**config.mk**
```make
export PLATFORM = sky130hd
export DESIGN_NAME = layer_serializer
export DESIGN_NICKNAME = d
export VERILOG_FILES = /design/src/rtl/nn_pkg.sv /design/src/rtl/layer_serializer_seq_argmax.sv /design/src/rtl/layer_serializer.sv
export SDC_FILE = /design/constraint.sdc
export NUM_CORES = 1
export LEC_CHECK = 0
export ABC_AREA = 1
export CAP_MARGIN = 30
export CORE_ASPECT_RATIO = 1.75
export CORE_MARGIN = 3
export CORE_UTILIZATION = 52
export CTS_BUF_LIST = sky130_fd_sc_hd__clkbuf_8
export CTS_CLUSTER_SIZE = 12
export DETAILED_ROUTE_END_ITERATION = 6
export GPL_TIMING_DRIVEN = 0
export PLACE_DENSITY = 0.91
export SLEW_MARGIN = 15
export SYNTH_ARGS = -nofsm -noshare
export SYNTH_HDL_FRONTEND = slang
export SYNTH_SLANG_ARGS = --single-unit
```
**constraint.sdc**
```tcl
create_clock -name clk -period 8.95 [get_ports clk]
set_input_delay 2.685 -clock clk [delete_from_list [all_inputs] [get_ports clk]]
set_output_delay 2.685 -clock clk [all_outputs]
set_load 0.05 [all_outputs]
```
**src/rtl/nn_pkg.sv**
```systemverilog
// Shared types and default sizes for the layer serializer family.
package nn_pkg;

  typedef enum logic {
    IDLE  = 1'b0,
    SHIFT = 1'b1
  } state_t;

  localparam int NN_DEFAULT         = 10;
  localparam int DATA_WIDTH_DEFAULT = 16;

endpackage

```
**src/rtl/layer_serializer_seq_argmax.sv**
```systemverilog
// Running signed argmax over one serialized frame; ties keep the lowest index.
// Result is published the cycle after the frame's last beat.
module seq_argmax
  import nn_pkg::*;
#(
  parameter int NN        = NN_DEFAULT,
  parameter int dataWidth = DATA_WIDTH_DEFAULT,
  parameter int IW        = (NN > 1) ? $clog2(NN) : 1
) (
  input  logic                        clk,
  input  logic                        rst,
  input  logic                        beat_valid,
  input  logic                        beat_first,
  input  logic                        beat_last,
  input  logic signed [dataWidth-1:0] beat_data,
  input  logic [IW-1:0]               beat_idx,
  output logic [IW-1:0]               class_idx,
  output logic                        class_valid
);

  logic signed [dataWidth-1:0] max_reg;
  logic [IW-1:0]               idx_reg;
  logic                        take;

  // First beat always seeds the maximum; later beats must be strictly larger.
  assign take = beat_first || (beat_data > max_reg);

  always_ff @(posedge clk or posedge rst) begin
    if (rst) begin
      max_reg     <= '0;
      idx_reg     <= '0;
      class_idx   <= '0;
      class_valid <= 1'b0;
    end else begin
      class_valid <= 1'b0;
      if (beat_valid) begin
        if (take) begin
          max_reg <= beat_data;
          idx_reg <= beat_idx;
        end
        if (beat_last) begin
          class_idx   <= take ? beat_idx : idx_reg;
          class_valid <= 1'b1;
        end
      end
    end
  end

endmodule

```
**src/rtl/layer_serializer.sv**
```systemverilog
// Captures a full layer output when every neuron is valid and shifts it out one element per cycle.
// Optional argmax of each frame is built when LAYER_SERIALIZER_ARGMAX_EN is defined.
module layer_serializer
  import nn_pkg::*;
#(
  parameter int NN        = NN_DEFAULT,
  parameter int dataWidth = DATA_WIDTH_DEFAULT
) (
  input  logic                    clk,
  input  logic                    rst,
  input  logic [NN-1:0]           par_valid,
  input  logic [NN*dataWidth-1:0] par_data,
  output logic                    ser_valid,
  output logic [dataWidth-1:0]    ser_data,
  output logic                    busy,
  output logic                    overrun_err,
  output logic                    valid_err,
  output logic [$clog2(NN)-1:0]   class_idx,
  output logic                    class_valid
);

  localparam int CW = (NN > 1) ? $clog2(NN) : 1;
  localparam logic [CW-1:0] LAST_CNT = CW'(NN - 1);

  state_t               state_reg;
  logic [CW-1:0]        cnt_reg;
  logic [dataWidth-1:0] buffer_reg [NN];
  logic [dataWidth-1:0] par_elem   [NN];
  logic                 trigger;
  logic                 partial;
  logic                 at_last;

  genvar gi;
  generate
    for (gi = 0; gi < NN; gi++) begin : g_unpack
      assign par_elem[gi] = par_data[gi*dataWidth +: dataWidth];
    end
  endgenerate

  assign trigger = &par_valid;
  assign partial = (|par_valid) && !trigger;
  assign at_last = (cnt_reg == LAST_CNT);

  always_ff @(posedge clk or posedge rst) begin
    if (rst) begin
      state_reg   <= IDLE;
      cnt_reg     <= '0;
      overrun_err <= 1'b0;
      valid_err   <= 1'b0;
      for (int i = 0; i < NN; i++) buffer_reg[i] <= '0;
    end else begin
      if (partial) valid_err <= 1'b1;
      case (state_reg)
        IDLE: begin
          if (trigger) begin
            for (int i = 0; i < NN; i++) buffer_reg[i] <= par_elem[i];
            cnt_reg   <= '0;
            state_reg <= SHIFT;
          end
        end
        SHIFT: begin
          if (at_last) begin
            cnt_reg <= '0;
            // A trigger on the final beat chains the next frame with no gap.
            if (trigger) begin
              for (int i = 0; i < NN; i++) buffer_reg[i] <= par_elem[i];
            end else begin
              state_reg <= IDLE;
            end
          end else begin
            cnt_reg <= cnt_reg + 1'b1;
            if (trigger) overrun_err <= 1'b1;
          end
        end
        default: state_reg <= IDLE;
      endcase
    end
  end

  assign busy      = (state_reg == SHIFT);
  assign ser_valid = busy;
  assign ser_data  = busy ? buffer_reg[cnt_reg] : '0;

`ifdef LAYER_SERIALIZER_ARGMAX_EN
  seq_argmax #(
    .NN        (NN),
    .dataWidth (dataWidth),
    .IW        ($clog2(NN))
  ) u_argmax (
    .clk         (clk),
    .rst         (rst),
    .beat_valid  (busy),
    .beat_first  (cnt_reg == '0),
    .beat_last   (at_last),
    .beat_data   (ser_data),
    .beat_idx    (cnt_reg[$clog2(NN)-1:0]),
    .class_idx   (class_idx),
    .class_valid (class_valid)
  );
`else
  assign class_idx   = '0;
  assign class_valid = 1'b0;
`endif

endmodule

```
==> results.sh <==
export IMPL_portBuffers=191
export IMPL_p_leak_uw=0.00577
export IMPL_synth_seq_cells=167
export IMPL_crit_path_start_kind="register"
export IMPL_grt_max_degree=102
export IMPL_htree_levels=4
export IMPL_busiest_layer="met2"
export IMPL_slew_headroom_pct=47.8
export IMPL_critPathMostFrequentCell="nand3_1"
export IMPL_pin_count=197
export IMPL_fin_nets=1598
export IMPL_wl_per_cell_um=17.2
export IMPL_yosysWarnings=0
export IMPL_root_buffer="clkbuf_8"
export IMPL_stdcell_area_um2=11100
export IMPL_synth_top_cell_area_share_pct=48.8
export IMPL_violations="design-rule violations"
export IMPL_power_frac_seq_pct=44.0
export IMPL_cp_end_kind="output port"
export IMPL_slew_viol_final=0
export IMPL_post_cts_setup_buffers=0
export IMPL_syn_avg_cell_area_um2=7.08
export IMPL_ant_nets=0
export IMPL_die_x_um=103
export IMPL_critPathSlowestCell="clkdlybuf4s50_1"
export IMPL_ys_seq_area_share_pct=48.8
export IMPL_area_delta_synth_final_pct=29.9
export IMPL_min_period_ns=6.02
export IMPL_synth_distinct_cells=22
export IMPL_coreArea_um2=16000
export IMPL_cp_max_fo=10
export IMPL_clock_sinks=167
export IMPL_hold_depth=2
export IMPL_drtPass1Iterations=7
export IMPL_start_util_pct=53.4
export IMPL_via_count=9027
export IMPL_met1_usage_pct=33.4
export IMPL_cellPowerDensity_nw_per_um2=161
export IMPL_ir_worst_vdd_uv=102
export IMPL_hpwl_mm=21.7
export IMPL_r2r_cells=10
export IMPL_largest_reg_flops=160
export IMPL_insertion_delay_ns=0.46
export IMPL_use_met3_pct=4.53
export IMPL_combPwrFrac_pct=27.6
export IMPL_finalSetupViolations=0
export IMPL_slowest_delay_ns=0.84
export IMPL_min_period_over_period_pct=67.2
export IMPL_post_place_cells=1594
export IMPL_gp_congestion=0.988
export IMPL_die_area_um2=18100
export IMPL_antenna_found_initial=0
export IMPL_cts_buffer_depth=2
export IMPL_cp_required_ns=6.27
export IMPL_finalHoldViolCount=0
export IMPL_grtUsageTotal_pct=31.6
export IMPL_clockPowerShare_pct=28.4
export IMPL_clock_fmax_ghz=0.166
export IMPL_fp_dieH_um=176
export IMPL_syn_area_um2=8560
export IMPL_grt_pass1_wl_mm=43.7
export IMPL_crit_arrival_ns=3.33
export IMPL_rows=61
export IMPL_wirelength_mm=28.0
export IMPL_layout_cells_most_common="nand2_1"
export IMPL_path_clk_slew_ns=0.09
export IMPL_p_switching_uw=636
export IMPL_rsz0062_at_grt="false"
export IMPL_hold_class="reg -> reg"
export IMPL_grt_ovfl_total=0
export IMPL_cts_buffers=17
export IMPL_vias_per_cell=5.55
export IMPL_crit_chain="clkbuf_1, inv_1, clkbuf_1, nand3_1, nand3_1, nand3_1, a21oi_1, clkdlybuf4s50_1"
export IMPL_grt_pass1_vias=9204
export IMPL_finalPower_uw=1790
export IMPL_drive_gt1_share_pct=4.80
export IMPL_max_cap_viol_count=0
export IMPL_status="complete, but fails checks"
export IMPL_finClkSkew_ns=0.0145
export IMPL_sw_frac_of_total_pct=35.6
export IMPL_p_int_uw=1150
export IMPL_layout_cells_non_filler=1626
export IMPL_final_cell_mix="nand2_1 (550), nand3_1 (263), clkdlybuf4s50_1 (191)"
export IMPL_drc_errors=6
export IMPL_antenna_cells=0
export IMPL_place_area_um2=10800
export IMPL_synth_area_top_cells="dfrtp_1 (49%), nand2_1 (24%), nand3_1 (15%)"
export IMPL_cts_tree="yes"
export IMPL_path_class="reg -> out"
export IMPL_worst_slew_pin_slew_ns=0.779
export IMPL_synth_area_leader_cell="dfrtp_1"
export IMPL_ctsHoldBuffers=0
export IMPL_fill_cells=1305
export IMPL_drt_iter0_markers=725
export IMPL_netlist_instances=1209
export IMPL_cts_resized=0
export IMPL_grtUsageMet2_pct=55.0
## critical path: cells and delay by family, from the launching register on
family	cells	cell delay (ns)
buffers and inverters	4	1.83
and+or+nand+nor	3	0.44
DFF	1	0.40
AOI/OAI and AO/OA	1	0.21
## path summary, 6_finish.rpt
kind                                   startpoint  slack (ns)                          end
setup / recovery           cnt_reg[1]$_DFFE_PP0P_        2.93                  ser_data[5]
hold / removal              valid_err$_DFFE_PP0P_        0.46        valid_err$_DFFE_PP0P_
setup reg to reg           cnt_reg[1]$_DFFE_PP0P_        5.79  buffer_reg[124]$_DFFE_PP0P_
hold reg to reg             valid_err$_DFFE_PP0P_        0.46        valid_err$_DFFE_PP0P_
max in group asynchronous                     rst        5.42   buffer_reg[80]$_DFFE_PP0P_
min in group asynchronous                     rst        2.65    buffer_reg[9]$_DFFE_PP0P_
## area by class of cell
class	instances	area, µm²	area share [%]
inverters	103	394	3.54
flip-flops and latches	167	4180	37.6
repair buffers	192	1940	17.4
clock buffers	18	248	2.23
well taps	189	236	2.13
plain buffers	89	389	3.50
clock inverters	14	115	1.03
multi-input cells	854	3620	32.6
## Yosys cell counts
library cell    n
clkbuf_1       49
buf_4           6
buf_1           8
nor4_1          2
clkinv_1        2
nor3_2          2
nand2_1       550
xnor2_1         1
inv_1         100
buf_2          26
nor2_1          1
xor2_1          1
o21bai_1        1
a21oi_1        16
o21ai_0         4
dfrtp_1       167
nand4_1         3
and3_1          3
ha_1            2
nand3_1       263
inv_2           1
conb_1          1
## power groups by stage
| stage | Clock (µW) | Sequential (µW) | Combinational, µW |
|---|---|---|---|
| CTS | 506 | 786 | 483 |
| global placement | 0 | 800 | 469 |
| finish | 509 | 786 | 493 |
| global route | 537 | 789 | 533 |
| floorplan | 0 | 798 | 281 |
| detailed placement | 0 | 801 | 478 |
## through the flow
step | setup WS [ns] | utilization, % | setup TNS (ns) | hold WS (ns)
final | 2.93 | 69.4 | 0 | 0.465
after floorplan | 1.75 | - | 0 | 0.442
after global placement | -0.245 | 66.9 | -38.12 | 0.447
after CTS | 3.04 | 69.4 | 0 | 0.472
after global routing | 2.80 | 69.4 | 0 | 0.496
after detailed placement | 3.55 | 67.1 | 0 | 0.448
## cell families after synthesis
family	after synthesis	synth area share, %
buf+inv	192	9.06
fa+ha+maj	2	0.292
xor+xnor	2	0.205
compound gates	21	1.26
flops	167	48.8
simple gates	824	40.3
other cells	1	0.0438
## layer usage
layer,up-vias,share of wire (%)
met1,4172,33
met3,160,6.6
met2,498,52
met5,-,0
li1,4197,-
met4,0,8.2
No activity file was read; power rests on OpenSTA's default activity.
